<file path="config.mk">
export PLATFORM = sky130hd
export DESIGN_NAME = sram_nbt_ctrl
export DESIGN_NICKNAME = d
export VERILOG_FILES = /design/src/rtl/sram_nbt_ctrl.sv
export SDC_FILE = /design/constraint.sdc
export NUM_CORES = 1
export LEC_CHECK = 0
export ABC_CLOCK_PERIOD_IN_PS = 6000
export CORE_MARGIN = 2
export CORE_UTILIZATION = 46
export CTS_CLUSTER_SIZE = 10
export DETAILED_ROUTE_END_ITERATION = 10
export HOLD_SLACK_MARGIN = 0.08
export PLACE_DENSITY = 0.85
export SKIP_CTS_REPAIR_TIMING = 1
export SLEW_MARGIN = 25
export SYNTH_ARGS = -nofsm -noshare
export SYNTH_HDL_FRONTEND = slang
export SYNTH_SLANG_ARGS = --single-unit
</file>
<file path="constraint.sdc">
create_clock -name CK -period 6 [get_ports CK]
set_input_delay 1.8 -clock CK [delete_from_list [all_inputs] [get_ports CK]]
set_output_delay 1.8 -clock CK [all_outputs]
set_load 0.01 [all_outputs]
</file>
<file path="src/rtl/sram_nbt_ctrl.sv">
// ---------------------------------------------------------------------------
// sram_nbt_ctrl
//   Two-port round-robin controller for a 36-bit wide synchronous
//   no-bus-turnaround (NBT) SRAM. It issues one command per cycle with no
//   bubbles between reads and writes. It drops the SRAM into ZZ sleep after a
//   configurable idle period and wakes it on demand.
//
//   Optional feature macro: SRAM_PARITY_EN
//     When defined, bit 9k+8 of each written byte lane is replaced by the even
//     parity of bits [9k+7:9k], and rd_perr[k] flags a parity mismatch on the
//     read data. When undefined, data passes through raw and rd_perr is 0.
//
// Ports
//   CK, nRST                 clock (rising edge), synchronous active-low reset
//   pX_req/we/addr/wdata/be  requester X command (held until pX_gnt)
//   pX_gnt                   combinational accept strobe for requester X
//   rd_valid/port/data/perr  read return, one pulse per read, in issue order
//   A, nE1, E2, nE3, nW,
//   nBa..nBd, nG, pADV,
//   nCKE, ZZ                 registered SRAM control pins
//   dq_o, dq_oe, dq_i        split SRAM data bus (DQa = [8:0] .. DQd = [35:27])
// ---------------------------------------------------------------------------
module sram_nbt_ctrl #(
  parameter int A_SIZE      = 21,
  parameter int IDLE_LIMIT  = 64,
  parameter int WAKE_CYCLES = 32
) (
  input  logic              CK,
  input  logic              nRST,
  input  logic              p0_req,
  input  logic              p0_we,
  input  logic [A_SIZE-1:0] p0_addr,
  input  logic [35:0]       p0_wdata,
  input  logic [3:0]        p0_be,
  input  logic              p1_req,
  input  logic              p1_we,
  input  logic [A_SIZE-1:0] p1_addr,
  input  logic [35:0]       p1_wdata,
  input  logic [3:0]        p1_be,
  output logic              p0_gnt,
  output logic              p1_gnt,
  output logic              rd_valid,
  output logic              rd_port,
  output logic [35:0]       rd_data,
  output logic [3:0]        rd_perr,
  output logic [A_SIZE-1:0] A,
  output logic              nE1,
  output logic              E2,
  output logic              nE3,
  output logic              nW,
  output logic              nBa,
  output logic              nBb,
  output logic              nBc,
  output logic              nBd,
  output logic              nG,
  output logic              pADV,
  output logic              nCKE,
  output logic              ZZ,
  output logic [35:0]       dq_o,
  output logic              dq_oe,
  input  logic [35:0]       dq_i
);

  localparam logic [1:0] ST_ACTIVE = 2'd0;
  localparam logic [1:0] ST_SLEEP  = 2'd1;
  localparam logic [1:0] ST_WAKE   = 2'd2;

  // Limits below 4 are raised to 4 so the 3-deep command pipeline has always
  // drained before the SRAM is put to sleep.
  localparam int             IDLE_EFF  = (IDLE_LIMIT < 4) ? 4 : IDLE_LIMIT;
  localparam int             IW        = $clog2(IDLE_EFF + 1);
  localparam logic [IW-1:0]  IDLE_LAST = IW'(IDLE_EFF - 1);
  localparam bit             SLEEP_EN  = (IDLE_LIMIT > 0);
  localparam int             WAKE_LAST = (WAKE_CYCLES > 1) ? WAKE_CYCLES - 1 : 0;
  localparam int             WW        = $clog2(WAKE_LAST + 2);
  localparam logic [WW-1:0]  WAKE_END  = WW'(WAKE_LAST);

`ifdef SRAM_PARITY_EN
  function automatic logic [35:0] add_parity(input logic [35:0] d);
    logic [35:0] o;
    o = d;
    for (int k = 0; k < 4; k++) o[9*k+8] = ^d[9*k +: 8];
    return o;
  endfunction

  function automatic logic [3:0] parity_err(input logic [35:0] d);
    logic [3:0] e;
    for (int k = 0; k < 4; k++) e[k] = d[9*k+8] ^ (^d[9*k +: 8]);
    return e;
  endfunction
`endif

  logic [1:0]        r_state;
  logic              r_last_p1;
  logic [IW-1:0]     r_idle;
  logic [WW-1:0]     r_wake;
  logic              r_zz;

  logic              w_active;
  logic              w_gnt0;
  logic              w_gnt1;
  logic              w_acc;
  logic              w_busy;
  logic              w_sel_we;
  logic [A_SIZE-1:0] w_sel_addr;
  logic [35:0]       w_sel_wdata;
  logic [3:0]        w_sel_be;
  logic [35:0]       w_wdata;
  logic [3:0]        w_perr;

  logic              r_vld_p1, r_we_p1, r_port_p1;
  logic [35:0]       r_wdata_p1;
  logic              r_vld_p2, r_we_p2, r_port_p2;
  logic [35:0]       r_wdata_p2;
  logic              r_vld_p3, r_we_p3, r_port_p3;

  logic [A_SIZE-1:0] r_A;
  logic              r_nE;
  logic              r_nW;
  logic [3:0]        r_nB;
  logic              r_nG;
  logic              r_dq_oe;
  logic [35:0]       r_dq_o;
  logic              r_rd_valid;
  logic              r_rd_port;
  logic [35:0]       r_rd_data;
  logic [3:0]        r_rd_perr;

  // Round-robin: r_last_p1 = 1 means p1 won last, so p0 wins a tie.
  assign w_active = (r_state == ST_ACTIVE) && nRST;
  assign w_gnt0   = w_active && p0_req && (!p1_req || r_last_p1);
  assign w_gnt1   = w_active && p1_req && (!p0_req || !r_last_p1);
  assign w_acc    = w_gnt0 || w_gnt1;
  assign w_busy   = r_vld_p1 || r_vld_p2 || r_vld_p3;

  always_comb begin
    w_sel_we    = p0_we;
    w_sel_addr  = p0_addr;
    w_sel_wdata = p0_wdata;
    w_sel_be    = p0_be;
    if (w_gnt1) begin
      w_sel_we    = p1_we;
      w_sel_addr  = p1_addr;
      w_sel_wdata = p1_wdata;
      w_sel_be    = p1_be;
    end
  end

`ifdef SRAM_PARITY_EN
  assign w_wdata = add_parity(w_sel_wdata);
  assign w_perr  = parity_err(dq_i);
`else
  assign w_wdata = w_sel_wdata;
  assign w_perr  = 4'b0000;
`endif

  // Power state machine and arbitration history
  always_ff @(posedge CK) begin
    if (!nRST) begin
      r_state   <= ST_ACTIVE;
      r_last_p1 <= 1'b1;
      r_idle    <= '0;
      r_wake    <= '0;
      r_zz      <= 1'b0;
    end else begin
      case (r_state)
        ST_ACTIVE: begin
          if (w_acc) begin
            r_idle    <= '0;
            r_last_p1 <= w_gnt1;
          end else if (SLEEP_EN) begin
            if (r_idle == IDLE_LAST && !w_busy) begin
              r_state <= ST_SLEEP;
              r_zz    <= 1'b1;
              r_idle  <= '0;
            end else if (r_idle != IDLE_LAST) begin
              r_idle <= r_idle + 1'b1;
            end
          end
        end
        ST_SLEEP: begin
          if (p0_req || p1_req) begin
            r_state <= ST_WAKE;
            r_wake  <= '0;
            r_zz    <= 1'b0;
          end
        end
        ST_WAKE: begin
          if (r_wake == WAKE_END) begin
            r_state <= ST_ACTIVE;
            r_idle  <= '0;
          end else begin
            r_wake <= r_wake + 1'b1;
          end
        end
        default: r_state <= ST_ACTIVE;
      endcase
    end
  end

  // Stage p1: command on the pins (cycle T)
  always_ff @(posedge CK) begin
    if (!nRST) begin
      r_vld_p1 <= 1'b0;
      r_A      <= '0;
      r_nE     <= 1'b1;
      r_nW     <= 1'b1;
      r_nB     <= 4'hF;
    end else begin
      r_vld_p1 <= w_acc;
      if (w_acc) begin
        r_A  <= w_sel_addr;
        r_nE <= 1'b0;
        r_nW <= ~w_sel_we;
        r_nB <= w_sel_we ? ~w_sel_be : 4'h0;
      end else begin
        r_nE <= 1'b1;
        r_nW <= 1'b1;
        r_nB <= 4'hF;
      end
    end
  end

  always_ff @(posedge CK) begin
    r_we_p1    <= w_sel_we;
    r_port_p1  <= w_gnt1;
    r_wdata_p1 <= w_wdata;
    r_we_p2    <= r_we_p1;
    r_port_p2  <= r_port_p1;
    r_wdata_p2 <= r_wdata_p1;
    r_we_p3    <= r_we_p2;
    r_port_p3  <= r_port_p2;
  end

  // Stage p2 (T+1) / p3 (T+2): output enable for writes, nG and capture for reads
  always_ff @(posedge CK) begin
    if (!nRST) begin
      r_vld_p2   <= 1'b0;
      r_vld_p3   <= 1'b0;
      r_nG       <= 1'b1;
      r_dq_oe    <= 1'b0;
      r_dq_o     <= '0;
      r_rd_valid <= 1'b0;
      r_rd_port  <= 1'b0;
      r_rd_data  <= '0;
      r_rd_perr  <= '0;
    end else begin
      r_vld_p2   <= r_vld_p1;
      r_vld_p3   <= r_vld_p2;
      // SRAM drives DQ for a read during T+1 and T+2.
      r_nG       <= ~((r_vld_p1 && !r_we_p1) || (r_vld_p2 && !r_we_p2));
      r_dq_oe    <= r_vld_p2 && r_we_p2;
      if (r_vld_p2 && r_we_p2) r_dq_o <= r_wdata_p2;
      // Stage p3 boundary: read data lands at the end of T+2.
      r_rd_valid <= r_vld_p3 && !r_we_p3;
      if (r_vld_p3 && !r_we_p3) begin
        r_rd_port <= r_port_p3;
        r_rd_data <= dq_i;
        r_rd_perr <= w_perr;
      end
    end
  end

  assign p0_gnt   = w_gnt0;
  assign p1_gnt   = w_gnt1;
  assign rd_valid = r_rd_valid;
  assign rd_port  = r_rd_port;
  assign rd_data  = r_rd_data;
  assign rd_perr  = r_rd_perr;
  assign A        = r_A;
  assign nE1      = r_nE;
  assign E2       = ~r_nE;
  assign nE3      = r_nE;
  assign nW       = r_nW;
  assign nBa      = r_nB[0];
  assign nBb      = r_nB[1];
  assign nBc      = r_nB[2];
  assign nBd      = r_nB[3];
  assign nG       = r_nG;
  assign pADV     = 1'b0;
  assign nCKE     = 1'b0;
  assign ZZ       = r_zz;
  assign dq_o     = r_dq_o;
  assign dq_oe    = r_dq_oe;

endmodule

</file>
==> flow_summary.json, run 1 <==
{
  "status": "complete, no violations",
  "ys_top_cells_by_area": "dfxtp_1 (60%), nand2_1 (15%), a21oi_1 (6.4%)",
  "wl_um": 17230,
  "clkLatencyLatePin_ns": 0.50,
  "power.density_mw_per_mm2": 289.7,
  "synth_edf_count": 0,
  "critPathSlowestCell": "clkdlybuf4s50_1",
  "regToRegStartpoint": "r_idle[0]$_SDFFE_PN0P_",
  "globalplace.congestion": 0.8226,
  "final_cell_area_sq_mm": 0.01019,
  "fin_total_pwr_w": 0.002953,
  "relSlewSlack": 0.4965,
  "wire_per_inst_um": 14.22,
  "finClkSkew_ns": 0.009270,
  "drc": 0,
  "endpoint_kind": "output pin",
  "min_from": "r_wdata_p1[22]$_DFF_P_",
  "fmax_mhz": 185.9,
  "syn_inst": 765,
  "cts_made_buffers": 24,
  "yosys_warnings": 0,
  "critPathMaxFanout": 6,
  "grt_max_degree": 59,
  "worstHoldPathType": "flop to flop",
  "drv_cap": 0,
  "syn2layout_area_growth_pct": 51.18,
  "worst_pin_slew_ns": 0.7552,
  "io_pins": 278,
  "critical_path.startpoint": "nRST",
  "async_reset_ff_frac": 0,
  "min_path_cells": 0,
  "slew_viol_final": 0,
  "setup_violations": 0,
  "antenna_cells": 0,
  "cts_tree": "yes",
  "wl_met1_um": 7076,
  "clkPwrFrac": 0.408,
  "antenna_found_initial": 0,
  "min_period_ns": 5.380,
  "yosysTopAreaCellShare": 0.5968,
  "critical_path.cell_chain": "clkdlybuf4s50_1 > nor3b_2 > nand3_1 > inv_1 > clkdlybuf4s50_1",
  "worst-setup-path-type": "input pin to output pin",
  "track_usage": 0.2121,
  "nNetsFinal": 1192,
  "io_buffer_count": 271,
  "p_int_w": 0.002307,
  "synth-seq-cells": 201,
  "fin_cells": 1212,
  "p_sw_w": 0.0006457,
  "worstPathArrival_ns": 3.58,
  "first_pass_iters": 6,
  "die_x_um": 125.1,
  "grt_pass1_wl_um": 27590,
  "yosys_most_used_dff": "dfxtp_1",
  "pwr-share-seq": 0.488,
  "drive_gt1_frac": 0.04475,
  "rsz0062_at_grt": "false",
  "dr_wl_met3_um": 1244,
  "core_sq_mm": 0.01442,
  "numClockSinks": 201,
  "tns_ns": 0,
  "rrSetupSlack_ns": 3.90,
  "syn_area_per_cell_sq_um": 8.814,
  "drt_iter0_markers": 217,
  "row_count": 44,
  "initial_core_util": 0.4675,
  "clk_pin_slew_ns": 0.05,
  "synth_top_cell_by_area": "dfxtp_1",
  "clockBufferDepth": 3,
  "hpwl_um": 11800,
  "placed_cells": 1184,
  "finalHoldViolCount": 0,
  "synthDistinctLibCells": 47,
  "die-area_sq_mm": 0.01564,
  "worst_r2r_path_depth": 5,
  "reg2reg_to": "ZZ$_SDFFE_PN0P_",
  "pwr-share-comb": 0.105,
  "period_share": 0.8966,
  "crit_top_cell": "clkdlybuf4s50_1",
  "htree_levels": 1,
  "ctsRootBufferMaster": "clkbuf_16",
  "critPathRequiredTime_ns": 4.20,
  "grt_pass1_vias": 5763,
  "critical_path.startpoint_type": "input pin",
  "holdPathEnd": "r_wdata_p2[22]$_DFF_P_",
  "leakage_nw": 4.065,
  "peakVddDrop_mv": 0.2186,
  "ant_nets": 0,
  "overflow": 0,
  "setup_slack_ns": 0.6204,
  "fillers": 1150,
  "cpPeakStageDelay_ns": 0.54,
  "die_h_um": 125.1,
  "synth.yosys.seq_area_share": 0.5968,
  "vias_per_cell": 4.884,
  "swShare": 0.2186,
  "wl_met2_um": 8424,
  "routed.top_layer": "met4",
  "dpl_cell_area_sq_mm": 0.009560,
  "dpl_worst_slack_ns": 0.6002,
  "via_count": 5919,
  "synth_area_sq_mm": 0.006743
}
sequential cells by signal (all words and copies together) (netlist names), 2 cells and up:
signal	count
A	21
dq_o	36
r_idle	7
r_nB	4
r_state	2
r_wake	6
r_wdata_p1	36
r_wdata_p2	36
rd_data	36
cell families (layout without fill, tap and decap cells):
logic type	after synthesis	count (layout)	share of synthesized area
DFF	201	201	0.5968
and+or+nand+nor	337	337	0.2086
AOI/OAI and AO/OA	133	133	0.1110
other	1	6	0.0005562
adders and majority gates	2	2	0.003711
xor gates and xnor gates	1	1	0.001299
buffers and inverters	65	323	0.04082
muxes	25	25	0.03730
area by class of cell:
| type | instances | area [sq um] | share of cell area |
|---|---|---|---|
| Tap cell | 184 | 230.2 | 0.02259 |
| Clock buffer | 26 | 608.1 | 0.05965 |
| Multi-Input combinational cell | 504 | 2470 | 0.2423 |
| Clock inverter | 2 | 25.02 | 0.002455 |
| Inverter | 15 | 56.30 | 0.005524 |
| Timing Repair Buffer | 280 | 2780 | 0.2727 |
| Sequential cell | 201 | 4024 | 0.3947 |
layer usage:
layer	track usage	vias up
met5	0	-
met4	0.07190	0
met3	0.05605	39
met2	0.3772	213
met1	0.2477	2656
li1	-	3011
synth_stat cells (all sizes together), types with 2 or more instances:
master,n
mux2i,24
dfxtp,201
nor2,5
or3,2
a21oi,86
nand2b,8
o21ai,24
a211o,3
nand3,31
nand2,268
clkbuf,35
nand4,2
o2111ai,2
a211oi,3
buf,15
ha,2
nor3,5
and4,2
a21o,2
and2,3
o211ai,2
or2,3
nor2b,2
a2111o,2
o41ai,2
inv,14
power groups by stage:
| stage | clock network, W | registers, W | logic [W] |
|---|---|---|---|
| floorplan | 0 | 0.00148 | 0.0000970 |
| global placement | 0 | 0.00146 | 0.000306 |
| detailed placement | 0 | 0.00147 | 0.000310 |
| CTS | 0.00123 | 0.00144 | 0.000313 |
| global route | 0.00129 | 0.00145 | 0.000337 |
| finish | 0.00120 | 0.00144 | 0.000309 |
placed cells by master (no fill, tap or decap), drive strengths merged, types with 2 or more instances in the layout:
cell and n:
a211oi 3, nor2b 2, a21o 2, nand2b 8, inv 16, o211ai 2
a2111o 2, nor2 5, clkbuf 26, and4 2, or2 3, o41ai 2
nand4 2, a211o 3, nor3 5, a21oi 86, conb 6, and2 3
clkdlybuf4s50 271, o2111ai 2, o21ai 24, ha 2, nand2 268, dfxtp 201
nand3 31, mux2i 24, or3 2, buf 9
worst max-delay path, delay by kind of cell:
kind | cells | cell delay, ns
and+or+nand+nor | 2 | 0.65
buffers and inverters | 3 | 1.12
how the worst max path moves through the flow:
stage,end,slack (ns),cells after the start
floorplan,p1_gnt,1.47,4
global placement,p0_gnt,0.64,5
detailed placement,p0_gnt,0.60,5
CTS,p0_gnt,0.60,5
global route,p0_gnt,0.44,5
finish,p0_gnt,0.62,5
through the flow:
stage | util | hold WS (ns)
after floorplan | - | 0.3096
after global placement | 0.6628 | 0.3096
after detailed placement | 0.6628 | 0.3121
after CTS | 0.7067 | 0.3223
after global routing | 0.7067 | 0.3204
final | 0.7067 | 0.3218
Power figures use the tool's default switching activity.
==> run 2, diff against run 1 <==
--- a/config.mk
+++ b/config.mk
@@ -6,7 +6,6 @@
 export NUM_CORES = 1
 export LEC_CHECK = 0
 export ABC_CLOCK_PERIOD_IN_PS = 6000
-export CORE_MARGIN = 2
 export CORE_UTILIZATION = 46
 export CTS_CLUSTER_SIZE = 10
 export DETAILED_ROUTE_END_ITERATION = 10
==> run 2 against run 1 <==
Effect of this change:
- worst hold slack improved by 0.0012 ns
- die area decreased by 3.2%
- maximum frequency fell by 0.91%
- global-route usage up 1.4 points
- utilization up 1.6 points
- final area barely moved
- count of clock-buffer cells in the layout up 1
- clock power about the same
- worst setup slack got worse by 0.049 ns
- via count up 0.71%
- critical path depth unchanged
==> flow_summary.json, run 2 (same netlist as run 1, synthesis figures left out) <==
{
  "finClkSkew_ns": 0.01444,
  "hpwl_um": 11770,
  "row_count": 43,
  "layout_common_cells": "clkdlybuf4s50_1 (271), nand2_1 (268), dfxtp_1 (201), a21oi_1 (86), nand3_1 (30)",
  "track_usage": 0.2259,
  "period_share": 0.9048,
  "die_x_um": 123.1,
  "antenna_found_initial": 0,
  "cts_made_buffers": 24,
  "dpl_cell_area_sq_mm": 0.009555,
  "rsz0062_at_grt": "false",
  "critical_path.startpoint_type": "input pin",
  "worstPathArrival_ns": 3.63,
  "drive_gt1_frac": 0.04470,
  "status": "complete, no violations",
  "die-area_sq_mm": 0.01515,
  "mostFrequentLayoutCell": "clkdlybuf4s50_1",
  "drv_cap": 0,
  "initial_core_util": 0.4783,
  "cts_tree": "yes",
  "die_h_um": 123.1,
  "relSlewSlack": 0.4971,
  "worst_pin_slew_ns": 0.7543,
  "critPathMaxFanout": 6,
  "leakage_nw": 4.065,
  "power.density_mw_per_mm2": 290.0,
  "nNetsFinal": 1192,
  "worst-setup-path-type": "input pin to output pin",
  "seq_area_sq_mm": 0.004024,
  "grt_max_degree": 59,
  "overflow": 0,
  "drc": 0,
  "critPathRequiredTime_ns": 4.20,
  "antenna_cells": 0,
  "syn2layout_area_growth_pct": 51.16,
  "wire_per_inst_um": 14.36,
  "clk_pin_slew_ns": 0.05,
  "multi_input_area_sq_mm": 0.002470,
  "htree_levels": 1,
  "ant_nets": 0,
  "endpoint_kind": "output pin",
  "min_period_ns": 5.429,
  "peakVddDrop_mv": 0.2065,
  "setup_violations": 0,
  "clockBufferDepth": 3,
  "wl_um": 17360,
  "fmax_mhz": 184.2,
  "vias_per_cell": 4.931,
  "io_pins": 278,
  "clkLatencyLatePin_ns": 0.50,
  "ctsRootBufferMaster": "clkbuf_16",
  "slew_viol_final": 0,
  "worstHoldPathType": "flop to flop",
  "via_count": 5961,
  "globalplace.congestion": 0.8096,
  "core_sq_mm": 0.01410,
  "drt_iter0_markers": 297,
  "tns_ns": 0,
  "grt_pass1_vias": 5760,
  "final_cell_area_sq_mm": 0.01019,
  "first_pass_iters": 4,
  "numClockSinks": 201,
  "io_buffer_count": 271,
  "finalHoldViolCount": 0,
  "grt_pass1_wl_um": 27180,
  "fillers": 1042
}
## run 2: final timing paths
check | end | slack [ns] | cells past startpoint | startpoint
max | p0_gnt | 0.57 | 5 | nRST
min | r_wdata_p2[34]$_DFF_P_ | 0.32 | 0 | r_wdata_p1[34]$_DFF_P_
max reg2reg | ZZ$_SDFFE_PN0P_ | 3.87 | 5 | r_idle[0]$_SDFFE_PN0P_
min reg2reg | r_wdata_p2[34]$_DFF_P_ | 0.32 | 0 | r_wdata_p1[34]$_DFF_P_
## run 2: layout make-up
cell class / count / share of cell area
clock buffer: 27 / 0.06003
clock inverter: 2 / 0.002455
inverter: 15 / 0.005524
multi-input combinational: 504 / 0.2423
sequential: 201 / 0.3948
tap: 180 / 0.02210
timing repair buffer: 280 / 0.2728
## run 2: critical path: stages
cell and delay, ns:
clkdlybuf4s50_1 0.47, nor3b_2 0.40, nand3_1 0.31, inv_1 0.11, clkdlybuf4s50_1 0.53
## run 2: report_power, final
| part | internal (W) | leakage [nW] | total (W) | switching [W] |
|---|---|---|---|---|
| registers | 0.00141 | 1.66 | 0.00144 | 0.0000269 |
| logic | 0.000183 | 2.10 | 0.000308 | 0.000126 |
| clock network | 0.000713 | 0.310 | 0.00121 | 0.000493 |
| total | 0.00231 | 4.07 | 0.00296 | 0.000646 |
## run 2: per-layer routing
layer,track usage,vias to the layer above,share of wire
li1,-,3009,-
met1,0.2490,2688,0.40
met2,0.4164,224,0.50
met3,0.06273,40,0.075
met4,0.07304,0,0.031
met5,0,-,0
## run 2: metrics by stage
stage          setup WS [ns]  utilization  total power, W  cells  hold WS, ns
2_1_floorplan          1.473            -        0.001576    770       0.3096
3_3_place_gp          0.6406       0.6779        0.001770   1180       0.3095
3_5_place_dp          0.5882       0.6779        0.001778   1180       0.3121
4_1_cts               0.5803       0.7231        0.002986   1209       0.3228
5_1_grt               0.4173       0.7231        0.003071   1209       0.3272
6_report              0.5711       0.7231        0.002956   1209       0.3231
